<file path="src/rtl/phase_request_scheduler.sv">
// -----------------------------------------------------------------------------
// phase_request_scheduler
//
// Shares one intersection between three signal phases:
//   P0 = E/W through, P1 = N left, P2 = E left.
// Sensor requests are latched as sticky pending bits. Each handover runs
// GREEN -> YELLOW -> ALL_RED -> next GREEN. The next phase is chosen
// round-robin, starting from the one after the current phase. All timing is
// counted in timebase ticks.
//
// Ports
//   clk          in   1    system clock, rising edge
//   sys_reset_n  in   1    asynchronous active-low reset
//   tick         in   1    one-clk timebase strobe
//   req_w/req_e  in   1    W/E through sensors (P0)
//   req_nl       in   1    N left sensor (P1)
//   req_el       in   1    E left sensor (P2)
//   phase        out  2    phase owning the intersection (0..2)
//   lamp_p0..p2  out  2    lamp per phase: 00 green, 01 yellow, 10 red
//   pending      out  3    latched requests, bit i = phase i waiting
//   timer        out  CW   ticks elapsed in the current state (saturating)
// -----------------------------------------------------------------------------
module phase_request_scheduler #(
    parameter int CW        = 4,
    parameter int MIN_GREEN = 3,
    parameter int MAX_GREEN = 10,
    parameter int YELLOW_T  = 2,
    parameter int ALLRED_T  = 1
) (
    input  logic          clk,
    input  logic          sys_reset_n,
    input  logic          tick,
    input  logic          req_w,
    input  logic          req_e,
    input  logic          req_nl,
    input  logic          req_el,
    output logic [1:0]    phase,
    output logic [1:0]    lamp_p0,
    output logic [1:0]    lamp_p1,
    output logic [1:0]    lamp_p2,
    output logic [2:0]    pending,
    output logic [CW-1:0] timer
);

    typedef enum logic [1:0] {
        ST_GREEN   = 2'd0,
        ST_YELLOW  = 2'd1,
        ST_ALL_RED = 2'd2
    } state_e;

    localparam logic [1:0] LAMP_GREEN  = 2'b00;
    localparam logic [1:0] LAMP_YELLOW = 2'b01;
    localparam logic [1:0] LAMP_RED    = 2'b10;

    localparam logic [CW-1:0] MIN_G     = CW'(MIN_GREEN);
    localparam logic [CW-1:0] MAX_G     = CW'(MAX_GREEN);
    localparam logic [CW-1:0] YEL_T     = CW'(YELLOW_T);
    localparam logic [CW-1:0] AR_T      = CW'(ALLRED_T);
    localparam logic [CW-1:0] TIMER_MAX = '1;

    state_e          state_q, state_d;
    logic [1:0]      phase_q, phase_d;
    logic [2:0]      pending_q, pending_d;
    logic [CW-1:0]   timer_q, timer_d;

    logic [2:0]      sensor;
    logic [2:0]      phase_onehot;
    logic [2:0]      others;
    logic [1:0]      phase_p1, phase_p2;
    logic [2:0][1:0] lamps;

    function automatic logic [1:0] next_mod3(input logic [1:0] p);
        return (p == 2'd2) ? 2'd0 : p + 2'd1;
    endfunction

    assign sensor       = {req_el, req_nl, req_w | req_e};
    assign phase_onehot = 3'b001 << phase_q;
    assign others       = pending_q & ~phase_onehot;
    assign phase_p1     = next_mod3(phase_q);
    assign phase_p2     = next_mod3(phase_p1);

    // Next-state / next-phase decision, always based on the registered timer.
    // NOTE: every combinational output gets a default first, so no path
    // through the case can leave it unassigned and infer a latch.
    always_comb begin
        state_d = state_q;
        phase_d = phase_q;
        unique case (state_q)
            ST_GREEN: begin
                // Yield only when someone else waits, and either green has run
                // its maximum or the minimum is met and our own sensor is idle.
                if (others != 3'b000 &&
                    (timer_q >= MAX_G || (timer_q >= MIN_G && !sensor[phase_q]))) begin
                    state_d = ST_YELLOW;
                end
            end
            ST_YELLOW: begin
                if (timer_q >= YEL_T) state_d = ST_ALL_RED;
            end
            ST_ALL_RED: begin
                if (timer_q >= AR_T) begin
                    state_d = ST_GREEN;
                    if (pending_q[phase_p1])      phase_d = phase_p1;
                    else if (pending_q[phase_p2]) phase_d = phase_p2;
                    else                          phase_d = phase_p1;
                end
            end
            default: state_d = ST_GREEN;
        endcase
    end

    // Sticky requests. A phase that is already green does not latch its own
    // sensor; the phase about to enter green has its bit cleared, and that
    // clear overrides a set on the same edge.
    always_comb begin
        pending_d = pending_q | (sensor & ~((state_q == ST_GREEN) ? phase_onehot : 3'b000));
        if (state_q == ST_ALL_RED && state_d == ST_GREEN) begin
            pending_d = pending_d & ~(3'b001 << phase_d);
        end
    end

    // A tick landing on a transition edge is dropped: the clear takes priority.
    always_comb begin
        if (state_d != state_q)                  timer_d = '0;
        else if (tick && timer_q != TIMER_MAX)   timer_d = timer_q + CW'(1);
        else                                     timer_d = timer_q;
    end

    // NOTE: sequential state uses non-blocking assignments so every register
    // samples the pre-edge values, independent of statement order.
    always_ff @(posedge clk or negedge sys_reset_n) begin
        if (!sys_reset_n) begin
            state_q   <= ST_GREEN;
            phase_q   <= 2'd0;
            pending_q <= 3'b000;
            timer_q   <= '0;
        end else begin
            state_q   <= state_d;
            phase_q   <= phase_d;
            pending_q <= pending_d;
            timer_q   <= timer_d;
        end
    end

    // Only the active phase can show a non-red aspect.
    always_comb begin
        lamps = {3{LAMP_RED}};
        unique case (state_q)
            ST_GREEN:  lamps[phase_q] = LAMP_GREEN;
            ST_YELLOW: lamps[phase_q] = LAMP_YELLOW;
            default:   lamps[phase_q] = LAMP_RED;
        endcase
    end

    assign phase   = phase_q;
    assign lamp_p0 = lamps[0];
    assign lamp_p1 = lamps[1];
    assign lamp_p2 = lamps[2];
    assign pending = pending_q;
    assign timer   = timer_q;

endmodule

</file>
<file path="config.mk">
export PLATFORM = sky130hd
export DESIGN_NAME = phase_request_scheduler
export DESIGN_NICKNAME = d
export VERILOG_FILES = /design/src/rtl/phase_request_scheduler.sv
export SDC_FILE = /design/constraint.sdc
export NUM_CORES = 1
export LEC_CHECK = 0
export BUFFER_PORTS_ARGS = -buffer_cell sky130_fd_sc_hd__buf_4
export CAP_MARGIN = 40
export CORE_MARGIN = 2
export CORE_UTILIZATION = 48
export CTS_BUF_LIST = sky130_fd_sc_hd__clkbuf_8
export DETAILED_ROUTE_END_ITERATION = 8
export GPL_ROUTABILITY_DRIVEN = 1
export PLACE_DENSITY = 0.77
export REMOVE_ABC_BUFFERS = 1
export SYNTH_ARGS = -nofsm -noshare
export SYNTH_HDL_FRONTEND = slang
export SYNTH_SLANG_ARGS = --single-unit
</file>
<file path="constraint.sdc">
create_clock -name clk -period 1.81 [get_ports clk]
set_clock_uncertainty 0.2 [all_clocks]
set_input_delay 0.362 -clock clk [delete_from_list [all_inputs] [get_ports clk]]
set_output_delay 0.362 -clock clk [all_outputs]
set_load 0.05 [all_outputs]
</file>
==> key figures, run 1 <==
Outcome
  – Status: finished with violations
  – Failing checks: negative setup slack

Floorplan
  – CORE AREA: about 1500 µm²
  – Initial core utilization: a little over half
  – Top Ports: 22
  – Die area: between 1500 and 2000 µm²
  – Core Rows: 14
  – Die height: approximately 45 µm
  – Die Wd: around 45 µm

Clocking
  – CTS buffer count: 3
  – CTS root buf: clkbuf_8
  – H-tree levels: 1
  – Register clock-pin slew on the reported worst setup and hold paths: roughly 0.05 ns
  – Worst skew pair latency: around 0.24 ns
  – CTS tree: yes
  – CTS sink cnt: 11
  – Clk buf depth: 2

GRT
  – First-pass GRT wire length: roughly 4.3 mm
  – Pin count of the biggest net entering global routing: 12
  – Vias in the first global route: approximately 890
  – Total track usage: between 30% and 40%
  – Grt total ovfl: 0
  – Initial antenna violation count: 0

STA
  – Final setup violation count: 16
  – Final setup margin: -0.205 ns
  – Period utilization: 111%
  – Max-slew violations: 0
  – Slew HR: roughly 75%
  – Final Hold Violating Endpoints: 0
  – Final min period: between 2 and 2.5 ns
  – Worst hold slack: 0.226 ns
  – Unrepaired setup endpoints after global routing: yes
  – Slew @ Worst Pin: around 0.37 ns
  – Fmax: approximately 500 MHz

Cells and area
  – Most frequent cells in the layout: buf_4 (37), buf_6 (11), dfrtp_1 (9)
  – Area Overhead vs Synth: 74.8%
  – Filler instances: 60
  – Layout cell share with drive strength beyond 1: between 50% and 60%
  – # nets final: 152
  – Inserted Diodes: 0
  – Most common cell after layout, fill and taps aside: buf_4

Critical path
  – Maximum fanout along the worst path: 5
  – WP data arrival: around 1.5 ns
  – CP max stage delay: 0.41 ns
  – Req. time, crit path: 1.25 ns
  – CP Launch Type: flop
  – Cell seen most often among critical-path stages: buf_6
  – Critical path cell sequence: buf_6 > buf_6 > or3_4 > buf_8
  – Critical-path top delay cell: dfrtp_1
  – Endpoint class of the critical path: output pin
  – Reg2Reg Setup Slack: -0.16 ns
  – Crit Path Class: flop to output pin

Placed design
  – IO Port Bufs: 21
  – Hpwl dp: 1.65 mm
  – Routability cong.: a little under 0.9

Routing
  – # DRC: 0
  – First-pass DRT Iterations: 4
  – Final WL: 3.57 mm
  – Initial DRC Count: 40
  – Via-per-instance ratio: around 6.6
  – Antenna-violating nets left: 0
  – Via count of the routed design: just over 1k
  – DR WL/cell: 22.9 µm

Yosys
  – Yosys cell types: 37
  – Seq/Total Area, Yosys: ~35%
  – Synth warn: 0
  – EDFF count, synth: 0
  – Top_reg_cell synth: dfrtp_1
  – Syn Area/Cell: approximately 9.0 µm²
  – Syn Inst Count: just under 90
  – Yosys reg bits: 11
  – Post-synth ARST share: 100%
  – Mapped Area: approximately 790 µm²

Min path
  – HP Class: primary input to flop

Job
  – Max-cap violation count: 0
## critical path: cells and delay by family, from the launching register on
family | cells | cell delay, ns
flip-flops | 1 | 0.41
AND/OR/NAND/NOR | 1 | 0.36
buffers and inverters | 3 | 0.45
## logic make-up (layout without fill, tap and decap cells)
| family | after synthesis | in the layout | synth area share [%] |
|---|---|---|---|
| AOI/OAI and AO/OA | 24 | 24 | 24.1 |
| xor gates and xnor gates | 1 | 1 | 1.10 |
| adders and majority gates | 4 | 4 | 6.30 |
| buffers and inverters | 9 | 61 | 5.67 |
| DFF | 11 | 11 | 34.6 |
| muxes | 2 | 2 | 2.52 |
| and+or+nand+nor | 37 | 37 | 25.7 |
## flip-flops by register name (all words and copies together) (netlist names)
register / cells
state_q: 2
phase: 2
timer: 4
pending: 3
## Yosys cell counts, drive strengths merged, types with 2 or more instances
cell / count / share of area, %
ha: 4 / 6.3
or3: 2 / 1.6
nor3: 7 / 4.4
a21oi: 6 / 3.8
a32o: 2 / 2.5
mux2i: 2 / 2.5
nand2: 7 / 3.3
buf: 2 / 2.4
inv: 6 / 2.8
nand2b: 4 / 3.1
dfrtp: 11 / 35
nor2: 5 / 2.4
a31oi: 2 / 1.6
a211oi: 3 / 3.5
o32a: 2 / 2.5
nor2b: 5 / 3.9
## path summary, 6_finish.rpt
path | startpoint | endpoint | depth (start not counted)
min in group asynchronous | sys_reset_n | pending[2]$_DFF_PN0_ | 2
worst max-delay path | phase[0]$_DFF_PN0_ | lamp_p0[1] | 4
max in group asynchronous | sys_reset_n | state_q[1]$_DFF_PN0_ | 2
worst max register to register | timer[1]$_DFFE_PN0P_ | timer[0]$_DFFE_PN0P_ | 6
worst min register to register | pending[1]$_DFF_PN0_ | pending[1]$_DFF_PN0_ | 1
worst min-delay path | req_el | pending[2]$_DFF_PN0_ | 3
## metrics by stage
step | utilization (%) | setup slack [ns] | setup TNS [ns] | std cells | instance area (µm²)
floorplan | - | -0.754 | -6.31 | 85 | 772
global placement | 71.7 | -0.100 | -0.537 | 141 | 1090
detailed placement | 71.7 | -0.165 | -0.895 | 141 | 1090
CTS | 84.2 | -0.103 | -0.285 | 151 | 1280
global route | 91.1 | -0.271 | -2.00 | 156 | 1390
finish | 91.1 | -0.205 | -1.49 | 156 | 1390
## cell type report
class / count / area (µm²) / area share [%]
well taps: 16 / 20.0 / 1.44
flip-flops and latches: 11 / 278 / 20.0
multi-input cells: 68 / 579 / 41.7
clock inverters: 1 / 3.75 / 0.270
inverters: 6 / 25.0 / 1.80
repair buffers: 51 / 442 / 31.8
clock buffers: 3 / 41.3 / 2.97
## what timing repair did
| item | 4_1_cts | 5_1_grt |
|---|---|---|
| resized for setup | 25 | 18 |
| buffers inserted | 5 | 5 |
| pin swaps | 8 | 6 |
| hold buffers | 1 | 0 |
| endpoints found under the setup margin | 16 | 14 |
| hold endpoints to repair | 11 | 0 |
## layer usage
layer  part of all wire, %  GRT usage (%)
met2                    49           51.3
met5                     0              0
met3                   8.3           6.12
met4                   4.6           14.5
met1                    38           37.8
Power of run 1 is not shown: default switching activity piles up to over one toggle a cycle in this logic, so the estimate is an artifact.
==> run 2: changes to the inputs <==
--- a/config.mk
+++ b/config.mk
@@ -7,12 +7,13 @@
 export LEC_CHECK = 0
 export BUFFER_PORTS_ARGS = -buffer_cell sky130_fd_sc_hd__buf_4
 export CAP_MARGIN = 40
+export CORE_ASPECT_RATIO = 2
 export CORE_MARGIN = 2
-export CORE_UTILIZATION = 48
+export CORE_UTILIZATION = 25
 export CTS_BUF_LIST = sky130_fd_sc_hd__clkbuf_8
 export DETAILED_ROUTE_END_ITERATION = 8
 export GPL_ROUTABILITY_DRIVEN = 1
-export PLACE_DENSITY = 0.77
+export PLACE_DENSITY = 0.56
 export REMOVE_ABC_BUFFERS = 1
 export SYNTH_ARGS = -nofsm -noshare
 export SYNTH_HDL_FRONTEND = slang
==> run 2 against run 1 <==
Net effect: the flow still finishes with violations (negative setup slack); non-clock buffer count decreased by 4; core utilization decreased by 47 points; cell count increased by 7.1%; critical path type unchanged; register-to-register slack improved by 0.11 ns; count of clock-buffer cells in the layout unchanged.
==> key figures, run 2 (synthesized netlist as in run 1, its figures left out) <==
STA
  – Fmax: 527 MHz (was 496 MHz)
  – Slew @ Worst Pin: 0.272 ns (was 0.366 ns)
  – Max-slew violations: 0 (unchanged)
  – Unrepaired setup endpoints after global routing: yes (unchanged)
  – Period utilization: 105% (was 111%)
  – Final setup violation count: 6 (was 16)
  – Slew HR: 81.8% (was 75.4%)
  – Final setup margin: -0.0858 ns (was -0.205 ns)
  – Final min period: 1.90 ns (was 2.02 ns)
  – Final Hold Violating Endpoints: 0 (unchanged)

Job
  – Max-cap violation count: 0 (unchanged)

Placed design
  – Dpl ws: -0.146 ns (was -0.165 ns)
  – IO Port Bufs: 21 (unchanged)
  – Hpwl dp: 1.84 mm (was 1.65 mm)
  – Routability cong.: 0.832 (was 0.889)
  – # placed instances: 151 (was 141)

Cells and area
  – # nets final: 148 (was 152)
  – Area Overhead vs Synth: 72.0% (was 74.8%)
  – Layout cell share with drive strength beyond 1: 55.1% (was 56.4%)
  – Max reg flops: 4 (unchanged)
  – Most frequent cells in the layout: buf_4 (34), dfrtp_1 (10), buf_6 (8) (was buf_4 (37), buf_6 (11), dfrtp_1 (9))
  – Most common cell after layout, fill and taps aside: buf_4 (unchanged)
  – Fin cells: 167 (was 156)
  – Inserted Diodes: 0 (unchanged)

Floorplan
  – Initial core utilization: 25.5% (was 52.1%)
  – CORE AREA: 3120 µm² (was 1520 µm²)
  – Die height: 83.7 µm (was 44.7 µm)
  – Die Wd: 43.9 µm (was 44.7 µm)
  – Top Ports: 22 (unchanged)
  – Die area: 3670 µm² (was 2000 µm²)
  – Core Rows: 29 (was 14)

GRT
  – Total track usage: 14.4% (was 30.8%)
  – First-pass GRT wire length: 4.05 mm (was 4.27 mm)
  – Pin count of the biggest net entering global routing: 12 (unchanged)
  – Vias in the first global route: 883 (was 891)
  – Initial antenna violation count: 0 (unchanged)
  – Grt total ovfl: 0 (unchanged)

Critical path
  – Crit Path Class: flop to output pin (unchanged)
  – CP Launch Type: flop (unchanged)
  – Maximum fanout along the worst path: 3 (was 5)
  – WP data arrival: 1.33 ns (was 1.45 ns)
  – Req. time, crit path: 1.25 ns (about the same)
  – Endpoint class of the critical path: output pin (unchanged)

Clocking
  – CTS root buf: clkbuf_8 (unchanged)
  – CTS buffer count: 3 (unchanged)
  – CTS tree: yes (unchanged)
  – Register clock-pin slew on the reported worst setup and hold paths: 0.05 ns (about the same)
  – Clk buf depth: 2 (unchanged)
  – H-tree levels: 1 (unchanged)
  – Worst skew pair latency: 0.24 ns (about the same)
  – CTS sink cnt: 11 (unchanged)

Pwr
  – Maximum vdd drop: about 900 µV
  – PD cells: ~2200 nW/µm²
  – Leak: around 0.65 nW

Outcome
  – Failing checks: negative setup slack (unchanged)
  – Status: finished with violations (unchanged)

Routing
  – Antenna-violating nets left: 0 (unchanged)
  – Final WL: 2.58 mm (was 3.57 mm)
  – # DRC: 0 (unchanged)
  – Initial DRC Count: 7 (was 40)
  – Via count of the routed design: 860 (was 1,024)
  – Via-per-instance ratio: 5.15 (was 6.56)
  – DR WL/cell: 15.4 µm (was 22.9 µm)
  – First-pass DRT Iterations: 4 (unchanged)

Min path
  – HP Class: primary input to flop (unchanged)
## run 2: cell count changes in the layout (fill, tap and decap cells not counted), sizes merged
cell	delta
buf	-4
## run 2: layout make-up
| type | instances | area [µm²] |
|---|---|---|
| clock buffer | 3 | 41.3 |
| clock inverter | 1 | 3.75 |
| fill | 305 | 1750 |
| inverter | 6 | 22.5 |
| multi-input combinational | 68 | 578 |
| sequential | 11 | 277 |
| tap | 31 | 38.8 |
| timing repair buffer | 47 | 405 |
## run 2: worst max-delay path, stage by stage, from the launching register on
cell	delay, ns
dfrtp_1	0.42
buf_6	0.13
or3_4	0.38
buf_8	0.16
## run 2: metal layers
metal,global-route usage (%),part of all wire (%),vias up
li1,-,-,419
met1,15.7,36,417
met2,27.0,60,20
met3,1.95,2.6,4
met4,4.13,1.6,0
met5,0,0,-
## run 2: where the power goes
part	internal, mW	total (mW)	switching (mW)
sequential	0.350	0.470	0.120
combinational	1.02	2.31	1.29
clock	0.149	0.248	0.0991
## run 2: final timing paths
path                                 startpoint  cells after the start  slack [ns]                    to
setup reg to reg           timer[1]$_DFFE_PN0P_                      6       -0.05  timer[3]$_DFFE_PN0P_
max in group asynchronous           sys_reset_n                      2        0.94  state_q[0]$_DFF_PN0_
hold reg to reg            pending[1]$_DFF_PN0_                      1        0.43  pending[1]$_DFF_PN0_
hold / removal                           req_el                      3        0.21  pending[2]$_DFF_PN0_
setup / recovery           state_q[1]$_DFF_PN0_                      3       -0.09            lamp_p0[1]
min in group asynchronous           sys_reset_n                      2        0.29  state_q[1]$_DFF_PN0_
## run 2: what timing repair did
action / CTS / global route
cloned: 1 / 0
setup endpoints to repair: 14 / 12
hold endpoints to repair: 11 / 0
hold buffers: 1 / 0
pin swaps: 7 / 8
gates resized for setup: 23 / 18
buffers inserted: 7 / 3
## run 2: per-stage QoR
step | total power [mW] | hold WS (ns) | cell area, µm² | setup TNS (ns) | util [%]
after global routing | 3.22 | 0.212 | 1370 | -0.535 | 43.8
after floorplan | 1.62 | -0.134 | 772 | -6.31 | -
after detailed placement | 2.28 | 0.0118 | 1070 | -0.711 | 34.4
after CTS | 2.88 | 0.217 | 1280 | -0.222 | 40.9
final | 3.03 | 0.212 | 1370 | -0.157 | 43.8
after global placement | 2.26 | 0.00936 | 1070 | -0.426 | 34.4
No activity file was read; power rests on OpenSTA's default activity.
==> run 3: changes to the inputs <==
--- a/config.mk
+++ b/config.mk
@@ -13,7 +13,7 @@
 export CTS_BUF_LIST = sky130_fd_sc_hd__clkbuf_8
 export DETAILED_ROUTE_END_ITERATION = 8
 export GPL_ROUTABILITY_DRIVEN = 1
-export PLACE_DENSITY = 0.56
+export PLACE_DENSITY = 0.54
 export REMOVE_ABC_BUFFERS = 1
 export SYNTH_ARGS = -nofsm -noshare
 export SYNTH_HDL_FRONTEND = slang
==> constraint.sdc (replaced) <==
create_clock -name clk -period 2.4 [get_ports clk]
set_clock_uncertainty 0.2 [all_clocks]
set_input_delay 0.48 -clock clk [delete_from_list [all_inputs] [get_ports clk]]
set_output_delay 0.48 -clock clk [all_outputs]
set_load 0.05 [all_outputs]
==> run 3 against run 2 <==
Net effect: the flow now finishes without violations; die area is the same; cell count shrank 14%; global-route usage is 0.67 points lower; setup slack improved by 0.20 ns; non-clock buffer count decreased by 23; critical path depth rose by 3; sequential cell count unchanged; wire length shrank 12%; critical path type is now flop to flop; critical endpoint is now timer[1]$_DFFE_PN0P_.
==> key figures, run 3 (synthesized netlist as in run 1, its figures left out) <==
Placed design
  – Area of placed instances: 983 µm² (was 1070 µm²)
  – Dpl ws: 0.118 ns (was -0.146 ns)
  – Routability cong.: 0.883 (was 0.832)
  – Hpwl dp: 1.81 mm (was 1.84 mm)
  – IO Port Bufs: 21 (unchanged)

STA
  – Worst hold slack: 0.350 ns (was 0.212 ns)
  – Final Hold Violating Endpoints: 0 (unchanged)
  – Unrepaired setup endpoints after global routing: no (was yes)
  – Slew @ Worst Pin: 0.391 ns (was 0.272 ns)
  – Max-slew violations: 0 (unchanged)
  – Period utilization: 95.3%
  – Final setup violation count: 0 (was 6)
  – Final min period: 2.29 ns
  – Slew HR: 73.9% (was 81.8%)
  – Fmax: ~440 MHz
  – Final setup margin: 0.113 ns (was -0.0858 ns)

Clocking
  – CTS buffer count: 3 (unchanged)
  – CTS root buf: clkbuf_8 (unchanged)
  – CTS sink cnt: 11 (unchanged)
  – Hold-fix buffers, CTS: 1 (unchanged)
  – H-tree levels: 1 (unchanged)
  – CTS tree: yes (unchanged)
  – Clk buf depth: 2 (unchanged)
  – Register clock-pin slew on the reported worst setup and hold paths: 0.06 ns (was 0.05 ns)
  – # resized after CTS: 0 (was 23)
  – Worst skew pair latency: 0.24 ns (about the same)
  – Post CTS Setup Buffer Count: 0 (was 7)

Floorplan
  – Die area: 3670 µm² (unchanged)
  – Top Ports: 22 (unchanged)
  – Core Rows: 29 (unchanged)
  – Initial core utilization: 25.5% (unchanged)
  – Die height: 83.7 µm (unchanged)
  – CORE AREA: 3120 µm² (unchanged)
  – Die Wd: 43.9 µm (unchanged)

GRT
  – Vias in the first global route: 736 (was 883)
  – Total track usage: 13.7% (was 14.4%)
  – Pin count of the biggest net entering global routing: 12 (unchanged)
  – First-pass GRT wire length: 3.68 mm (was 4.05 mm)
  – Grt total ovfl: 0 (unchanged)
  – GRT met2 Usage: 24.3% (was 27.0%)
  – M3 GR Usage: 2.60% (was 1.95%)
  – Top Usage Layer GRT: met2 (unchanged)
  – GRT met1 Usage: 14.3% (was 15.7%)
  – Initial antenna violation count: 0 (unchanged)

Routing
  – Initial DRC Count: 25 (was 7)
  – # DRC: 0 (unchanged)
  – Antenna-violating nets left: 0 (unchanged)
  – Final WL: 2.26 mm (was 2.58 mm)
  – First-pass DRT Iterations: 4 (unchanged)
  – Via-per-instance ratio: 5.27 (was 5.15)
  – Via count of the routed design: 759 (was 860)
  – DR WL/cell: 15.7 µm (was 15.4 µm)

Cells and area
  – Most common cell after layout, fill and taps aside: buf_4 (unchanged)
  – Layout cell share with drive strength beyond 1: 27.4% (was 55.1%)
  – Inserted Diodes: 0 (unchanged)
  – Most frequent cells in the layout: buf_4 (23), dfrtp_1 (11), nor3_1 (7), nand2_1 (7) (was buf_4 (34), dfrtp_1 (10), buf_6 (8))
  – # nets final: 125 (was 148)
  – Max reg flops: 4 (unchanged)
  – Area Overhead vs Synth: 30.7% (was 72.0%)
  – Final instance area: 1040 µm² (was 1370 µm²)

Job
  – Max-cap violation count: 0 (unchanged)

Critical path
  – Maximum fanout along the worst path: 9 (was 3)
  – Endpoint class of the critical path: flop (was output pin)
  – Crit Path Class: flop to flop (was flop to output pin)
  – WP data arrival: 2.20 ns (was 1.33 ns)
  – Req. time, crit path: 2.31 ns (was 1.25 ns)
  – CP Launch Type: flop (unchanged)

Min path
  – HP Class: primary input to flop (unchanged)

Outcome
  – Status: finished clean (was finished with violations)
## run 3: changes by cell type in the layout (fill, tap and decap cells not counted), sizes merged
cell,previous run,this run
buf,46,23
## run 3: final cells by class
type | instances | area [µm²]
clock buffers | 3 | 41.3
clock inverters | 1 | 3.75
fillers | 310 | 2080
inverters | 6 | 22.5
multi-input cells | 68 | 474
flip-flops and latches | 11 | 275
well taps | 31 | 38.8
repair buffers | 24 | 183
## run 3: per-layer routing
metal	wire, µm	part of all wire [%]	up-vias
li1	-	-	372
met1	806	36	365
met2	1330	59	18
met3	70	3.1	4
met4	53	2.3	0
met5	0	0	-
## run 3: final timing paths
path | to | cells past startpoint | from | slack [ns]
min in group asynchronous | timer[1]$_DFFE_PN0P_ | 2 | sys_reset_n | 0.42
max in group asynchronous | timer[3]$_DFFE_PN0P_ | 2 | sys_reset_n | 1.42
min reg2reg | pending[1]$_DFF_PN0_ | 1 | pending[1]$_DFF_PN0_ | 0.45
min | pending[2]$_DFF_PN0_ | 3 | req_el | 0.35
max | timer[1]$_DFFE_PN0P_ | 6 | timer[1]$_DFFE_PN0P_ | 0.11
max reg2reg | timer[1]$_DFFE_PN0P_ | 6 | timer[1]$_DFFE_PN0P_ | 0.11
## run 3: per-stage QoR
stage | setup TNS (ns) | util (%) | std cells
finish | 0 | 33.3 | 144
CTS | 0 | 33.3 | 144
global placement | 0 | 31.5 | 139
global route | 0 | 33.3 | 144
floorplan | -0.403 | - | 85
detailed placement | 0 | 31.5 | 139
## run 3: worst max-delay path: stages, from the launching register on
cell      delay, ns
dfrtp_1        0.49
inv_1          0.10
ha_1           0.19
or4b_4         0.57
a22oi_4        0.24
inv_2          0.05
a211oi_1       0.32
Power of run 3 is left out for the same reason.
